<file path="config.mk">
export PLATFORM = sky130hd
export DESIGN_NAME = elevator_call_panel
export DESIGN_NICKNAME = d
export VERILOG_FILES = /design/src/rtl/elevator_pkg.sv /design/src/rtl/floor_scheduler.sv /design/src/rtl/elevator_call_panel.sv
export SDC_FILE = /design/constraint.sdc
export NUM_CORES = 1
export LEC_CHECK = 0
export BUFFER_PORTS_ARGS = -buffer_cell sky130_fd_sc_hd__buf_2
export CORE_ASPECT_RATIO = 0.6
export CORE_MARGIN = 2
export CORE_UTILIZATION = 60
export DETAILED_ROUTE_END_ITERATION = 10
export PLACE_DENSITY = 0.86
export SLEW_MARGIN = 20
export SYNTH_ARGS = -nofsm -noshare
export SYNTH_HDL_FRONTEND = slang
export SYNTH_SLANG_ARGS = --single-unit
</file>
<file path="constraint.sdc">
create_clock -name clk -period 6.95 [get_ports clk]
set_clock_uncertainty 0.2 [all_clocks]
set_input_delay 2.085 -clock clk [delete_from_list [all_inputs] [get_ports clk]]
set_output_delay 2.085 -clock clk [all_outputs]
set_load 0.005 [all_outputs]
</file>
<file path="src/rtl/elevator_pkg.sv">
// Shared constants for the elevator call panel and its scheduler.
//   ST_*      : controller state_out encodings
//   FLOOR_W   : floor number width, matches the controller's r_f/t_f
//   dir_e     : SCAN direction
//   panel_state_e : call panel FSM states
package elevator_pkg;

  localparam int unsigned FLOOR_W = 5;

  localparam logic [2:0] ST_IDLE   = 3'b000;
  localparam logic [2:0] ST_MOVING = 3'b001;
  localparam logic [2:0] ST_STOP   = 3'b010;

  typedef enum logic {
    DIR_UP   = 1'b0,
    DIR_DOWN = 1'b1
  } dir_e;

  typedef enum logic [1:0] {
    P_SCAN     = 2'd0,
    P_ACCEPT   = 2'd1,
    P_TRAVEL   = 2'd2,
    P_WAITIDLE = 2'd3
  } panel_state_e;

endpackage

</file>
<file path="src/rtl/floor_scheduler.sv">
// SCAN floor picker (combinational).
//   pending    in  : outstanding calls, bit i = floor i
//   last_floor in  : floor the car was last sent to / stopped at
//   dir        in  : current travel direction
//   sel        out : chosen floor, zero-extended to FLOOR_W
//   sel_valid  out : at least one call is pending
//   sel_dir    out : direction whose rule produced sel
module floor_scheduler
  import elevator_pkg::*;
#(
  parameter int unsigned NUM_FLOORS = 8
) (
  input  logic [NUM_FLOORS-1:0] pending,
  input  logic [FLOOR_W-1:0]    last_floor,
  input  logic                  dir,
  output logic [FLOOR_W-1:0]    sel,
  output logic                  sel_valid,
  output logic                  sel_dir
);

  logic               w_up_found;
  logic               w_dn_found;
  logic [FLOOR_W-1:0] w_up_sel;
  logic [FLOOR_W-1:0] w_dn_sel;

  // Lowest pending floor at or above last_floor (scan downward, last hit wins).
  always_comb begin
    w_up_found = 1'b0;
    w_up_sel   = '0;
    for (int i = int'(NUM_FLOORS) - 1; i >= 0; i--) begin
      if (pending[i] && (FLOOR_W'(i) >= last_floor)) begin
        w_up_found = 1'b1;
        w_up_sel   = FLOOR_W'(i);
      end
    end
  end

  // Highest pending floor at or below last_floor (scan upward, last hit wins).
  always_comb begin
    w_dn_found = 1'b0;
    w_dn_sel   = '0;
    for (int i = 0; i < int'(NUM_FLOORS); i++) begin
      if (pending[i] && (FLOOR_W'(i) <= last_floor)) begin
        w_dn_found = 1'b1;
        w_dn_sel   = FLOOR_W'(i);
      end
    end
  end

  // Keep direction when possible, otherwise reverse.
  always_comb begin
    sel       = '0;
    sel_dir   = dir;
    sel_valid = w_up_found | w_dn_found;
    if (dir == DIR_UP) begin
      if (w_up_found) begin
        sel     = w_up_sel;
        sel_dir = DIR_UP;
      end else if (w_dn_found) begin
        sel     = w_dn_sel;
        sel_dir = DIR_DOWN;
      end
    end else begin
      if (w_dn_found) begin
        sel     = w_dn_sel;
        sel_dir = DIR_DOWN;
      end else if (w_up_found) begin
        sel     = w_up_sel;
        sel_dir = DIR_UP;
      end
    end
  end

endmodule

</file>
<file path="src/rtl/elevator_call_panel.sv">
// Request side of the elevator controller: latches button presses, picks the
// next floor with SCAN, issues it on r_f one request at a time and retires it
// once the controller reports the stop.
//   clk, reset   : clock, async active-high reset
//   btn          : raw call buttons (level), bit i = floor i
//   state_out    : controller state (idle / moving / stop)
//   r_f          : request floor to the controller (a change = new request)
//   pending      : outstanding calls
//   busy         : request in flight (FSM not scanning)
//   served       : one-cycle pulse when a call is retired
//   served_floor : floor of the last retired call (held)
//   err          : sticky, controller did not accept in time
module elevator_call_panel
  import elevator_pkg::*;
#(
  parameter int unsigned NUM_FLOORS     = 8,
  parameter int unsigned ACCEPT_TIMEOUT = 4
) (
  input  logic                  clk,
  input  logic                  reset,
  input  logic [NUM_FLOORS-1:0] btn,
  input  logic [2:0]            state_out,
  output logic [FLOOR_W-1:0]    r_f,
  output logic [NUM_FLOORS-1:0] pending,
  output logic                  busy,
  output logic                  served,
  output logic [FLOOR_W-1:0]    served_floor,
  output logic                  err
);

  localparam int unsigned TMO_W = (ACCEPT_TIMEOUT > 2) ? $clog2(ACCEPT_TIMEOUT) : 1;

  panel_state_e              r_state;
  logic [NUM_FLOORS-1:0]     r_btn_q;
  logic [FLOOR_W-1:0]        r_last_floor;
  logic                      r_dir;
  logic [TMO_W-1:0]          r_tmo_cnt;

  logic [NUM_FLOORS-1:0]     w_rise;
  logic [NUM_FLOORS-1:0]     w_clr;
  logic [FLOOR_W-1:0]        w_sel;
  logic                      w_sel_valid;
  logic                      w_sel_dir;
  logic                      w_retire_scan;
  logic                      w_retire_travel;
  logic [FLOOR_W-1:0]        w_retire_floor;

  floor_scheduler #(
    .NUM_FLOORS (NUM_FLOORS)
  ) u_sched (
    .pending    (pending),
    .last_floor (r_last_floor),
    .dir        (r_dir),
    .sel        (w_sel),
    .sel_valid  (w_sel_valid),
    .sel_dir    (w_sel_dir)
  );

  assign w_rise = btn & ~r_btn_q;

  // Retire conditions: car already at the selected floor, or the controller stopped.
  assign w_retire_scan   = (r_state == P_SCAN) && (state_out == ST_IDLE) &&
                           w_sel_valid && (w_sel == r_last_floor);
  assign w_retire_travel = (r_state == P_TRAVEL) && (state_out == ST_STOP);
  assign w_retire_floor  = w_retire_travel ? r_f : w_sel;
  assign w_clr           = (w_retire_scan || w_retire_travel) ?
                           (NUM_FLOORS'(1) << w_retire_floor) : '0;

  always_ff @(posedge clk or posedge reset) begin
    if (reset) begin
      r_state      <= P_SCAN;
      r_btn_q      <= '0;
      r_last_floor <= '0;
      r_dir        <= DIR_UP;
      r_tmo_cnt    <= '0;
      r_f          <= '0;
      pending      <= '0;
      busy         <= 1'b0;
      served       <= 1'b0;
      served_floor <= '0;
      err          <= 1'b0;
    end else begin
      r_btn_q <= btn;
      // A press landing on the bit being retired is dropped.
      pending <= (pending | w_rise) & ~w_clr;
      served  <= 1'b0;

      case (r_state)
        P_SCAN: begin
          if (state_out == ST_IDLE && w_sel_valid) begin
            if (w_retire_scan) begin
              served       <= 1'b1;
              served_floor <= w_sel;
            end else begin
              // sel != last_floor here, so sel_dir is exactly the move direction.
              r_f       <= w_sel;
              r_dir     <= w_sel_dir;
              r_tmo_cnt <= '0;
              r_state   <= P_ACCEPT;
              busy      <= 1'b1;
            end
          end
        end

        P_ACCEPT: begin
          if (state_out == ST_MOVING) begin
            r_state <= P_TRAVEL;
          end else if (r_tmo_cnt == TMO_W'(ACCEPT_TIMEOUT - 1)) begin
            err          <= 1'b1;
            r_last_floor <= r_f;
            r_state      <= P_SCAN;
            busy         <= 1'b0;
          end else begin
            r_tmo_cnt <= r_tmo_cnt + TMO_W'(1);
          end
        end

        P_TRAVEL: begin
          // ST_STOP is a single cycle, so it is sampled every cycle.
          if (w_retire_travel) begin
            served       <= 1'b1;
            served_floor <= r_f;
            r_last_floor <= r_f;
            r_state      <= P_WAITIDLE;
          end
        end

        P_WAITIDLE: begin
          // Next r_f change must land in controller idle, never in its queue.
          if (state_out == ST_IDLE) begin
            r_state <= P_SCAN;
            busy    <= 1'b0;
          end
        end

        default: begin
          r_state <= P_SCAN;
          busy    <= 1'b0;
        end
      endcase
    end
  end

endmodule

</file>
==> flow_metrics.env, run 1 <==
export IMPL_status="completed"
export IMPL_firstDrtPassIters=5
export IMPL_drt_initial_drc_count=179
export IMPL_grt_pass1_wl_microns=7270
export IMPL_detail_route_vias_per_cell=6.08
export IMPL_chipWidth_microns=77.7
export IMPL_postCtsSetupRepairBufs=0
export IMPL_grt_total_usage_pct=26.6
export IMPL_area_growth_pct=12.3
export IMPL_rows=15
export IMPL_overflow=0
export IMPL_slew_headroom_pct=56.7
export IMPL_cts_root_buffer="clkbuf_8"
export IMPL_dieArea_sq_mm=0.00374
export IMPL_ant_nets=0
export IMPL_place_area_sq_mm=0.00210
export IMPL_place_inst=265
export IMPL_end_kind="flip-flop"
export IMPL_n_antenna_cell=0
export IMPL_setup_viol=0
export IMPL_tritoncts="done"
export IMPL_switching_share_pct=46.0
export IMPL_p_int_uw=542
export IMPL_syn_inst=200
export IMPL_grt_pass1_vias=1508
export IMPL_synth_largest_area_cell="dfrtp_1"
export IMPL_worst_pin_slew_ns=0.650
export IMPL_stdcell_count=273
export IMPL_synth_mux_area_fraction_pct=8.58
export IMPL_post_route_period_util_pct=59.0
export IMPL_synth_most_common_cell="dfrtp_1"
export IMPL_p_leak_uw=0.000993
export IMPL_path_clk_slew_ns=0.07
export IMPL_cts_sinks=33
export IMPL_cts_hold_fix_buffers=0
export IMPL_tns_ns=0
export IMPL_rsz0062_at_grt="false"
export IMPL_max_freq_mhz=244
export IMPL_vdd_ir_drop_worst_mv=0.325
export IMPL_synth_area_leaders="dfrtp_1 (42%), mux2_2 (5.8%), nand2_1 (3.7%)"
export IMPL_dieHeight_microns=48.2
export IMPL_synth_top_family_by_area="compound AO/OA/AOI/OAI gates"
export IMPL_p_seq_share_pct=33.9
export IMPL_start_util_pct=65.5
export IMPL_numCtsBuffers=5
export IMPL_grt_max_degree=34
export IMPL_final_core_util_pct=73.5
export IMPL_io_buffers=29
export IMPL_clk_path_buf_depth=2
export IMPL_core_area_sq_mm=0.00298
export IMPL_p_clk_share_pct=15.3
export IMPL_ys_seq_elements=33
export IMPL_crit_required_ns=6.94
export IMPL_synthDominantCellAreaShare_pct=42.3
export IMPL_avgSynthCellArea_sq_um=9.77
export IMPL_switchingPower_uw=461
export IMPL_start_kind="input pin"
export IMPL_ys_seq_area_share_pct=42.3
export IMPL_period_minus_slack_ns=4.10
export IMPL_report_final_slew_viol_count=0
export IMPL_path_max_fanout=12
export IMPL_ys_types=53
export IMPL_clk_latency_ns=0.30
export IMPL_design_area_sq_mm=0.00219
export IMPL_cts_resized=0
export IMPL_synth_edf_count=0
export IMPL_htree_num_levels=2
export IMPL_yosys_area_share_simple_pct=14.0
export IMPL_async_flop_share_pct=100
export IMPL_synthAdderAreaFrac_pct=0.641
export IMPL_antenna_found_initial=0
export IMPL_vias=1661
export IMPL_gp_congestion=0.868
export IMPL_nets=244
export IMPL_drive_gt1_share_pct=25.5
export IMPL_power_density_mw_per_mm2=457
export IMPL_final_hold_viol_count=0
export IMPL_combPwrFrac_pct=50.8
export IMPL_arrival_ns=4.09
export IMPL_io_pins=34
export IMPL_crit_type="in2reg"
export IMPL_synth_xor_area_share_pct=2.69
export IMPL_yosys_warnings=0
export IMPL_wl_microns=4520
export IMPL_synth_compound_area_share_pct=24.5
export IMPL_max_cap_viol_count=0
export IMPL_wire_per_inst_microns=16.6
export IMPL_dp_hpwl_microns=3340
export IMPL_hp_class="reg2reg"
export IMPL_synthFlopType="dfrtp_1"
export IMPL_synth_area_sq_mm=0.00195
export IMPL_synth_commonest_cells="dfrtp_1 (33), nand2_1 (19), inv_1 (18)"
export IMPL_drc=0
layer usage:
metal	global-route usage (%)	wire [microns]
met1	36.5	2110
met2	42.9	2000
met3	5.37	347
met4	11.1	68
met5	0	0
cell type report:
| cell class | instances | area (sq um) |
|---|---|---|
| clock buffers | 6 | 82.6 |
| clock inverters | 2 | 13.8 |
| fillers | 200 | 791 |
| inverters | 18 | 67.6 |
| multi-input cells | 142 | 998 |
| flip-flops and latches | 33 | 826 |
| well taps | 42 | 52.6 |
| repair buffers | 30 | 153 |
worst max-delay path: stages:
cell and delay (ns):
buf_2 0.13, or3_1 0.38, nor3_1 0.23, and2_1 0.24, nand2b_1 0.11, o31ai_4 0.50
mux2_2 0.40
per-stage QoR:
| stage | setup WS (ns) | power, uW | hold WS, ns |
|---|---|---|---|
| after floorplan | 2.99 | 713 | 0.259 |
| after global placement | 2.60 | 816 | 0.248 |
| after detailed placement | 2.52 | 841 | 0.247 |
| after CTS | 2.84 | 997 | 0.276 |
| after global routing | 2.65 | 1070 | 0.317 |
| final | 2.85 | 1000 | 0.283 |
registers in the layout (all words and copies together), names as in the netlist, named ones only:
signal / cells
r_state: 1
r_f: 3
busy: 1
r_dir: 1
served: 1
r_last_floor: 3
r_btn_q: 8
pending: 8
err: 1
served_floor: 3
r_tmo_cnt: 2
kinds of logic (layout without fill, tap and decap cells):
family	count (synthesis)	in the layout
compound gates	64	64
simple gates	55	55
flops	33	33
fa+ha+maj	1	1
xor+xnor	3	3
mux	15	15
buf+inv	28	56
other cells	1	4
final timing paths:
path | from | end | slack, ns | cells past startpoint
setup / recovery | state_out[0] | served_floor[0] | 2.85 | 7
hold / removal | err | err | 0.28 | 1
setup reg to reg | r_last_floor[1] | served_floor[0] | 3.31 | 8
hold reg to reg | err | err | 0.28 | 1
max in group asynchronous | reset | pending[5] | 4.57 | 3
min in group asynchronous | reset | served_floor[1] | 1.68 | 3
power by group through the flow:
stage | clock network [uW] | logic, uW | registers [uW]
6_report | 154 | 509 | 340
4_1_cts | 155 | 506 | 335
5_1_grt | 161 | 554 | 350
3_5_place_dp | 0 | 503 | 339
3_3_place_gp | 0 | 481 | 335
2_1_floorplan | 0 | 413 | 300
cell usage in the layout (no fill, tap or decap), types with 2 or more instances in the layout:
master	instances
clkbuf_8	6
o21ai_0	9
a22oi_1	3
nor2b_1	2
o31ai_1	2
mux2_2	10
nand3_1	2
or3_1	3
buf_2	29
nand2b_1	3
o31ai_4	2
nand2_1	19
o211ai_1	4
o22ai_1	3
a21oi_1	13
and2_1	5
a31oi_1	10
nor3_1	5
inv_1	18
a2bb2oi_1	2
dfrtp_1	33
nor2_1	10
mux2i_1	4
conb_1	4
Note: power is estimated with default switching activity, not from simulation.
==> run 2: changes to the inputs <==
Settings changed: CORE_UTILIZATION 60 to 55, PLACE_DENSITY 0.86 to 0.8.
Clock period 6.95 ns to 4 ns, I/O delays scaled along.
==> run 2 against run 1 <==
Effect of this change:
- flip-flop and latch count stayed put
- non-clock buffer count is 1 higher
- first-iteration DRC count is 16% lower
- critical path type is now reg2reg
- total power is 71% higher
- combinational power is 71% higher
- count of clock-buffer cells in the layout stayed put
- highest routed layer unchanged
- final area is 0.23% higher
==> flow_metrics.env, run 2 (synthesis results as in run 1) <==
export IMPL_crit_type="reg2reg"
export IMPL_chipWidth_microns=80.9
export IMPL_slew_headroom_pct=55.7
export IMPL_path_max_fanout=15
export IMPL_holdPathStages=1
export IMPL_drc=0
export IMPL_grt_pass1_wl_microns=6980
export IMPL_io_pins=34
export IMPL_post_route_period_util_pct=85.4
export IMPL_detail_route_vias_per_cell=5.82
export IMPL_numCtsBuffers=5
export IMPL_core_area_sq_mm=0.00332
export IMPL_cp_slowest_stage_delay_ns=0.73
export IMPL_dieArea_sq_mm=0.00406
export IMPL_end_kind="flip-flop"
export IMPL_dp_slack_ns=0.619
export IMPL_final_hold_viol_count=0
export IMPL_postCtsSetupRepairBufs=0
export IMPL_start_kind="flip-flop"
export IMPL_cts_resized=0
export IMPL_tritoncts="done"
export IMPL_worst_pin_slew_ns=0.657
export IMPL_rows=16
export IMPL_setup_viol=0
export IMPL_slowest_stage="dfrtp_1"
export IMPL_drive_gt1_share_pct=25.5
export IMPL_overflow=0
export IMPL_nets=245
export IMPL_cts_hold_fix_buffers=0
export IMPL_stdcell_count=276
export IMPL_path_clk_slew_ns=0.06
export IMPL_path_buf_inv=0
export IMPL_fillers=283
export IMPL_cts_sinks=33
export IMPL_status="completed"
export IMPL_r2r_end="served_floor[0]"
export IMPL_regToRegSetupSlack_ns=0.58
export IMPL_arrival_ns=3.39
export IMPL_max_cap_viol_count=0
export IMPL_wl_microns=4160
export IMPL_grt_max_degree=34
export IMPL_whs_endpoint="err"
export IMPL_max_freq_mhz=293
export IMPL_crit_path_cell_trace="nor2_1 > o311ai_1 > nor2_1 > o211ai_1 > a21oi_4 > xor2_4 > o31ai_4 > mux2_2"
export IMPL_start_util_pct=58.8
export IMPL_dp_hpwl_microns=3120
export IMPL_hp_class="reg2reg"
export IMPL_ant_nets=0
export IMPL_top_regs="pending x8, r_btn_q x8"
export IMPL_tns_ns=0
export IMPL_rsz0062_at_grt="false"
export IMPL_min_delay_start="err"
export IMPL_final_common_cell="dfrtp_1"
export IMPL_cp_depth=8
export IMPL_p_leak_uw=0.000991
export IMPL_firstDrtPassIters=4
export IMPL_worst_slack_ns=0.584
export IMPL_vdd_ir_drop_worst_mv=0.426
export IMPL_crit_family="compound AO/OA/AOI/OAI gates"
export IMPL_grt_pass1_vias=1437
export IMPL_cpMostUsedCell="nor2_1"
export IMPL_grt_total_usage_pct=23.4
export IMPL_area_growth_pct=12.6
export IMPL_n_antenna_cell=0
export IMPL_io_buffers=29
export IMPL_drt_initial_drc_count=151
export IMPL_r2r_cells=8
export IMPL_wire_per_inst_microns=15.1
export IMPL_htree_num_levels=2
export IMPL_clk_latency_ns=0.29
export IMPL_mostFrequentLayoutCells="dfrtp_1 (33), buf_2 (29), nand2_1 (19)"
export IMPL_period_minus_slack_ns=3.42
export IMPL_crit_required_ns=3.97
export IMPL_gp_congestion=0.876
export IMPL_antenna_found_initial=0
export IMPL_r2r_start="r_last_floor[1]"
export IMPL_place_inst=269
export IMPL_vias=1607
export IMPL_dieHeight_microns=50.2
export IMPL_clk_path_buf_depth=2
export IMPL_report_final_slew_viol_count=0
export IMPL_cts_root_buffer="clkbuf_8"
export IMPL_power_density_mw_per_mm2=778
==> run 2: worst reg2reg max path, stage by stage (launching register included) <==
cell	delay [ns]
dfrtp_1	0.73
nor2_1	0.20
o311ai_1	0.48
nor2_1	0.19
o211ai_1	0.30
a21oi_4	0.15
xor2_4	0.21
o31ai_4	0.46
mux2_2	0.39
==> run 2: cell type report <==
type	count	area, sq um	share of cell area [%]
tap	45	56.3	2.56
clock buffer	6	82.6	3.76
multi-input combinational	142	998	45.4
timing repair buffer	31	160	7.29
sequential	33	826	37.6
clock inverter	1	7.51	0.341
inverter	18	67.6	3.07
==> run 2: per-stage QoR <==
step                hold WS [ns]  power, uW  area [sq um]  utilization (%)
floorplan                  0.259       1240          1960                -
global placement           0.253       1430          2110             63.4
detailed placement         0.262       1440          2110             63.4
CTS                        0.276       1710          2200             66.2
global route               0.328       1840          2200             66.2
finish                     0.268       1710          2200             66.2
==> run 2: worst max-delay path by stage <==
stage / from / endpoint
after floorplan: state_out[0] / served_floor[2]
after global placement: state_out[0] / served_floor[1]
after detailed placement: state_out[0] / served_floor[0]
after CTS: r_last_floor[1] / served_floor[0]
after global routing: r_last_floor[1] / served_floor[1]
final: r_last_floor[1] / served_floor[0]
==> run 2: routing by layer <==
metal,wire (microns),track usage [%]
met1,2200,37.4
met2,1640,30.3
met3,287,4.86
met4,36,9.32
met5,0,0
==> run 2: power breakdown <==
| part | internal, uW | switching, uW | total [uW] | leakage [uW] |
|---|---|---|---|---|
| clock network | 136 | 119 | 255 | 0.0000433 |
| logic | 377 | 495 | 872 | 0.000584 |
| registers | 428 | 156 | 584 | 0.000363 |
